<file path="config.mk">
export PLATFORM = sky130hd
export DESIGN_NAME = mem_bus_arbiter
export DESIGN_NICKNAME = d
export VERILOG_FILES = /design/src/rtl/mem_bus_arbiter_pkg.sv /design/src/rtl/mem_bus_arbiter_rr_select.sv /design/src/rtl/mem_bus_arbiter.sv
export SDC_FILE = /design/constraint.sdc
export NUM_CORES = 1
export LEC_CHECK = 0
export ABC_AREA = 1
export CAP_MARGIN = 20
export CORE_MARGIN = 4
export CORE_UTILIZATION = 40
export DETAILED_ROUTE_END_ITERATION = 16
export PLACE_DENSITY_LB_ADDON = 0.08
export SLEW_MARGIN = 40
export SYNTH_ARGS = -nofsm -noshare
export SYNTH_HDL_FRONTEND = slang
export SYNTH_SLANG_ARGS = --single-unit
</file>
<file path="constraint.sdc">
create_clock -name clk -period 4.75 [get_ports clk]
set_input_delay 0.95 -clock clk [delete_from_list [all_inputs] [get_ports clk]]
set_output_delay 0.95 -clock clk [all_outputs]
set_load 0.05 [all_outputs]
</file>
<file path="src/rtl/mem_bus_arbiter_pkg.sv">
// Shared types for the memory bus arbiter:
// FSM state encoding and requester indices.
package cpu_inst_types;

  typedef enum logic [1:0] {
    IDLE   = 2'd0,
    ACCESS = 2'd1,
    DONE   = 2'd2
  } arb_state_t;

  localparam int REQ_CPU  = 0;
  localparam int REQ_LOAD = 1;
  localparam int CNT_W    = 4;

endpackage

</file>
<file path="src/rtl/mem_bus_arbiter_rr_select.sv">
// Two-way round-robin winner select.
// A tie goes to the requester not granted last.
module arb_rr_select
  import cpu_inst_types::*;
(
  input  logic [1:0] req,
  input  logic       last,
  output logic [1:0] win
);

  // Lone requester wins; a tie alternates on last.
  always_comb begin
    win = 2'b00;
    unique case (req)
      2'b01: win[REQ_CPU] = 1'b1;
      2'b10: win[REQ_LOAD] = 1'b1;
      2'b11: begin
        if (last == 1'b1) win[REQ_CPU] = 1'b1;
        else win[REQ_LOAD] = 1'b1;
      end
      default: win = 2'b00;
    endcase
  end

endmodule

</file>
<file path="src/rtl/mem_bus_arbiter.sv">
// Two-requester memory bus arbiter with a fixed
// MEM_LAT-cycle access window and a one-cycle done.
module mem_bus_arbiter
  import cpu_inst_types::*;
#(
  parameter int MEM_LAT = 2
) (
  input  logic        clk,
  input  logic        reset,
  input  logic        req0,
  input  logic        req1,
  input  logic        we0,
  input  logic        we1,
  input  logic [31:0] addr0,
  input  logic [31:0] addr1,
  input  logic [31:0] wdata0,
  input  logic [31:0] wdata1,
  input  logic [31:0] mem_rdata,
  output logic        gnt0,
  output logic        gnt1,
  output logic        done0,
  output logic        done1,
  output logic [31:0] rdata,
  output logic [31:0] mem_addr,
  output logic [31:0] mem_wdata,
  output logic        mem_we
);

  localparam logic [CNT_W-1:0] LOAD =
    CNT_W'(MEM_LAT - 1);

  arb_state_t       state;
  arb_state_t       state_nx;
  logic [CNT_W-1:0] cnt;
  logic [CNT_W-1:0] cnt_nx;
  logic             last;
  logic             last_nx;
  logic [1:0]       grant;
  logic [1:0]       grant_nx;
  logic [1:0]       fin;
  logic [1:0]       fin_nx;
  logic [31:0]      rd_data;
  logic [31:0]      rd_data_nx;
  logic [31:0]      bus_addr;
  logic [31:0]      bus_addr_nx;
  logic [31:0]      bus_wdata;
  logic [31:0]      bus_wdata_nx;
  logic             bus_we;
  logic             bus_we_nx;
  logic [1:0]       win;
  logic             last_beat;

  assign last_beat = (cnt == '0);

  arb_rr_select u_sel (
    .req  ({req1, req0}),
    .last (last),
    .win  (win)
  );

  // State register.
  always_ff @(posedge clk or posedge reset) begin
    if (reset) state <= IDLE;
    else state <= state_nx;
  end

  // Next state: IDLE -> ACCESS -> DONE -> IDLE.
  always_comb begin
    state_nx = state;
    unique case (state)
      IDLE:    if (req0 || req1) state_nx = ACCESS;
      ACCESS:  if (last_beat) state_nx = DONE;
      DONE:    state_nx = IDLE;
      default: state_nx = IDLE;
    endcase
  end

  // Next values of counter, pointer and bus outputs.
  always_comb begin
    cnt_nx       = cnt;
    last_nx      = last;
    grant_nx     = grant;
    fin_nx       = 2'b00;
    rd_data_nx   = rd_data;
    bus_addr_nx  = bus_addr;
    bus_wdata_nx = bus_wdata;
    bus_we_nx    = bus_we;
    unique case (state)
      IDLE: begin
        if (win != 2'b00) begin
          cnt_nx   = LOAD;
          last_nx  = win[REQ_LOAD];
          grant_nx = win;
          if (win[REQ_LOAD]) begin
            bus_addr_nx  = addr1;
            bus_wdata_nx = wdata1;
            bus_we_nx    = we1;
          end else begin
            bus_addr_nx  = addr0;
            bus_wdata_nx = wdata0;
            bus_we_nx    = we0;
          end
        end
      end
      ACCESS: begin
        if (last_beat) begin
          grant_nx  = 2'b00;
          bus_we_nx = 1'b0;
          fin_nx    = grant;
          if (!bus_we) rd_data_nx = mem_rdata;
        end else begin
          cnt_nx = cnt - 1'b1;
        end
      end
      DONE: begin
        grant_nx  = 2'b00;
        bus_we_nx = 1'b0;
      end
      default: begin
        grant_nx  = 2'b00;
        bus_we_nx = 1'b0;
      end
    endcase
  end

  // Output and datapath registers.
  always_ff @(posedge clk or posedge reset) begin
    if (reset) begin
      cnt       <= '0;
      last      <= 1'b1;
      grant     <= 2'b00;
      fin       <= 2'b00;
      rd_data   <= '0;
      bus_addr  <= '0;
      bus_wdata <= '0;
      bus_we    <= 1'b0;
    end else begin
      cnt       <= cnt_nx;
      last      <= last_nx;
      grant     <= grant_nx;
      fin       <= fin_nx;
      rd_data   <= rd_data_nx;
      bus_addr  <= bus_addr_nx;
      bus_wdata <= bus_wdata_nx;
      bus_we    <= bus_we_nx;
    end
  end

  assign gnt0      = grant[REQ_CPU];
  assign gnt1      = grant[REQ_LOAD];
  assign done0     = fin[REQ_CPU];
  assign done1     = fin[REQ_LOAD];
  assign rdata     = rd_data;
  assign mem_addr  = bus_addr;
  assign mem_wdata = bus_wdata;
  assign mem_we    = bus_we;

endmodule

</file>
==> summary.txt <==
Layout
  – Filler Cells Inserted: 1064
  – Layout Utilization: 0.658
  – Final nets: 1028
  – Fraction of layout instances using a drive strength above 1: 0.0358
  – Diode count: 0
  – Post-Layout Inst Area: 8030 µm²
  – Layout Cells excl Fill: 1033
  – Area growth syn-to-layout: 57.8%

Clock network
  – CTS tree: yes
  – Max clock buf depth: 2
  – Hold_buf cts: 0
  – # Post-CTS Setup Buffers: 0
  – Clock transition at path regs: 0.07 ns
  – Post_cts resized: 0
  – CTS root buffer: clkbuf_16
  – Skew-Pair Late Insertion Delay: 0.34 ns
  – Clock Sinks: 108
  – # H-tree levels: 3
  – Clock buffer count from CTS: 9

Hold path
  – Hold Path Class: flop to flop

Worst setup path
  – Family with the most delay on the worst path: buffers and inverters
  – Buf/Inv on CP: 4
  – Crit end category: flop
  – CP cell instances: clkdlybuf4s50_1, inv_1, nand2_1, nand2_2, inv_2, buf_4, o211ai_1, nand2_1
  – Worst Path Max Fanout: 41
  – CP peak stage delay: 0.83 ns
  – CP most frequent cell: nand2_1
  – Critical path's slowest cell: clkdlybuf4s50_1
  – CP startpoint kind: input pin
  – Crit path arrival time: 3.25 ns
  – Crit Path Class: input pin to flop
  – Worst endpoint required time: 5.03 ns

Die
  – Io pins: 267
  – DIE WIDTH: 121 µm
  – Starting density of the core: 0.417
  – CORE AREA: 12200 µm²
  – Rows: 40
  – Die area: 14600 µm²
  – Die Ht: 121 µm

Global route
  – Vias in the first global route: 5043
  – Largest net degree at the start of global routing: 123
  – Initial antenna violation count: 0
  – First-pass GRT wire length: 24.8 mm
  – Remaining Overflow, GRT: 0
  – GRT Resource Usage Total: 0.213

Timing
  – Fmax: 336 MHz
  – Post-route setup slack: 1.77 ns
  – Final period utilization: 0.627
  – Fin crit period: 2.98 ns
  – Final Hold Vio Count: 0
  – Max-slew violations: 0
  – Final setup vio count: 0
  – RSZ-0062 raised after global routing: no
  – Setup TNS: 0 ns
  – Slew margin rel.: 0.541
  – Slew @ Worst Pin: 0.688 ns
  – Worst clock skew: 0.00644 ns

Detailed routing
  – First drt pass iteration count: 5
  – WL final: 15.7 mm
  – DR iter-0 viols: 278
  – Wire per inst: 15.2 µm
  – DR vias/cell: 4.77
  – Total number of vias: 4929
  – # DRC: 0
  – Post-route ant nets: 0

Placed design
  – IO Port Bufs: 266
  – DP Cell Count: 1017
  – Post-DP Area: 7760 µm²
  – Dpl hpwl: 11.7 mm
  – Routability-driven placement congestion ratio: 0.828
  – Pre-CTS setup slack: 1.41 ns

Synthesis
  – FF+latch count, synth: 108
  – Synthesized area: 5090 µm²
  – Synth warnings: 0
  – Mean cell area of the mapped netlist: 8.25 µm²
  – Post-synthesis sequential area ratio: 0.531
  – Syn Nets: 785
  – Unique masters post-synth: 22
  – Mapped Cells: 617

Pwr
  – Max VDD drop: 0.000371 V
  – Leakage: 3.90 nW
  – PwrDens: 752 nW/µm²

Status
  – Outcome: completed

Run
  – Max_cap viols: 0
report_power, final:
| part | internal, W | total [W] | switching [W] |
|---|---|---|---|
| Combinational | 0.00118 | 0.00371 | 0.00253 |
| Clock | 0.000367 | 0.000685 | 0.000319 |
| Sequential | 0.00138 | 0.00165 | 0.000263 |
routing by layer:
metal  track usage  wire length, µm  up-vias
li1              -                -     2429
met1         0.246             6050     2300
met2         0.378             8190      181
met3        0.0645             1140       19
met4        0.0701              328        0
met5             0                0        -
cell families (layout without fill, tap and decap cells):
| logic type | Yosys count | after routing | share of synthesized area |
|---|---|---|---|
| adders and majority gates | 2 | 2 | 0.00491 |
| AOI/OAI and AO/OA | 69 | 69 | 0.0998 |
| DFF | 108 | 108 | 0.531 |
| buffers and inverters | 108 | 356 | 0.101 |
| xor gates and xnor gates | 1 | 1 | 0.00172 |
| and+or+nand+nor | 329 | 329 | 0.261 |
metrics by stage:
stage | power (W) | hold WS [ns]
final | 0.00604 | 0.467
after global routing | 0.00641 | 0.494
after CTS | 0.00610 | 0.471
after detailed placement | 0.00539 | 0.458
after global placement | 0.00532 | 0.453
after floorplan | 0.00416 | 0.443
cell usage after synthesis, drive strengths merged:
master    n  area, µm²
xor2      1       8.76
clkbuf    8       30.0
nand2   266       1010
dfstp     1       26.3
inv      70        263
ha        2       25.0
o21ai     4       20.0
dfrtp   107       2680
buf      30        223
o211ai   56        420
nor2      7       36.3
nand3    56        285
o21a      9       67.6
flip-flops by register name (all words and copies together) (netlist names):
register / count
mem_addr: 32
last: 1
state: 2
fin: 2
mem_we: 1
rdata: 32
grant: 2
mem_wdata: 32
cnt: 4
layout make-up:
cell class              instances  area (µm²)  share of cell area
repair buffers                270        2690               0.335
inverters                      70         268              0.0333
clock inverters                 5        27.5             0.00343
multi-input cells             401        1890               0.235
well taps                     168         210              0.0262
flip-flops and latches        108        2700               0.337
clock buffers                  11         243              0.0302
final timing paths:
check                      depth (start not counted)       endpoint      from  slack [ns]
max in group asynchronous                          3   mem_addr[12]     reset        2.95
max reg2reg                                        7      rdata[15]    cnt[0]        2.73
min                                                2       rdata[6]  rdata[6]        0.47
min reg2reg                                        2       rdata[6]  rdata[6]        0.47
max                                                8   mem_addr[16]      req1        1.77
min in group asynchronous                          2  mem_wdata[11]     reset        1.06
worst min-delay path, cell delays in order, from the launching register on:
cell	delay, ns
dfrtp_1	0.34
nand2_1	0.05
nand2_1	0.04
cell usage in the layout, fill, tap and decap left out, drive strengths merged:
cell,instances
nand2,266
xor2,1
inv,70
clkinv,4
buf,4
ha,2
dfstp,1
clkdlybuf4s50,266
o211ai,56
clkbuf,11
dfrtp,107
o21a,9
nor2,7
nand3,56
clkinvlp,1
o21ai,4
Power figures use the tool's default switching activity.
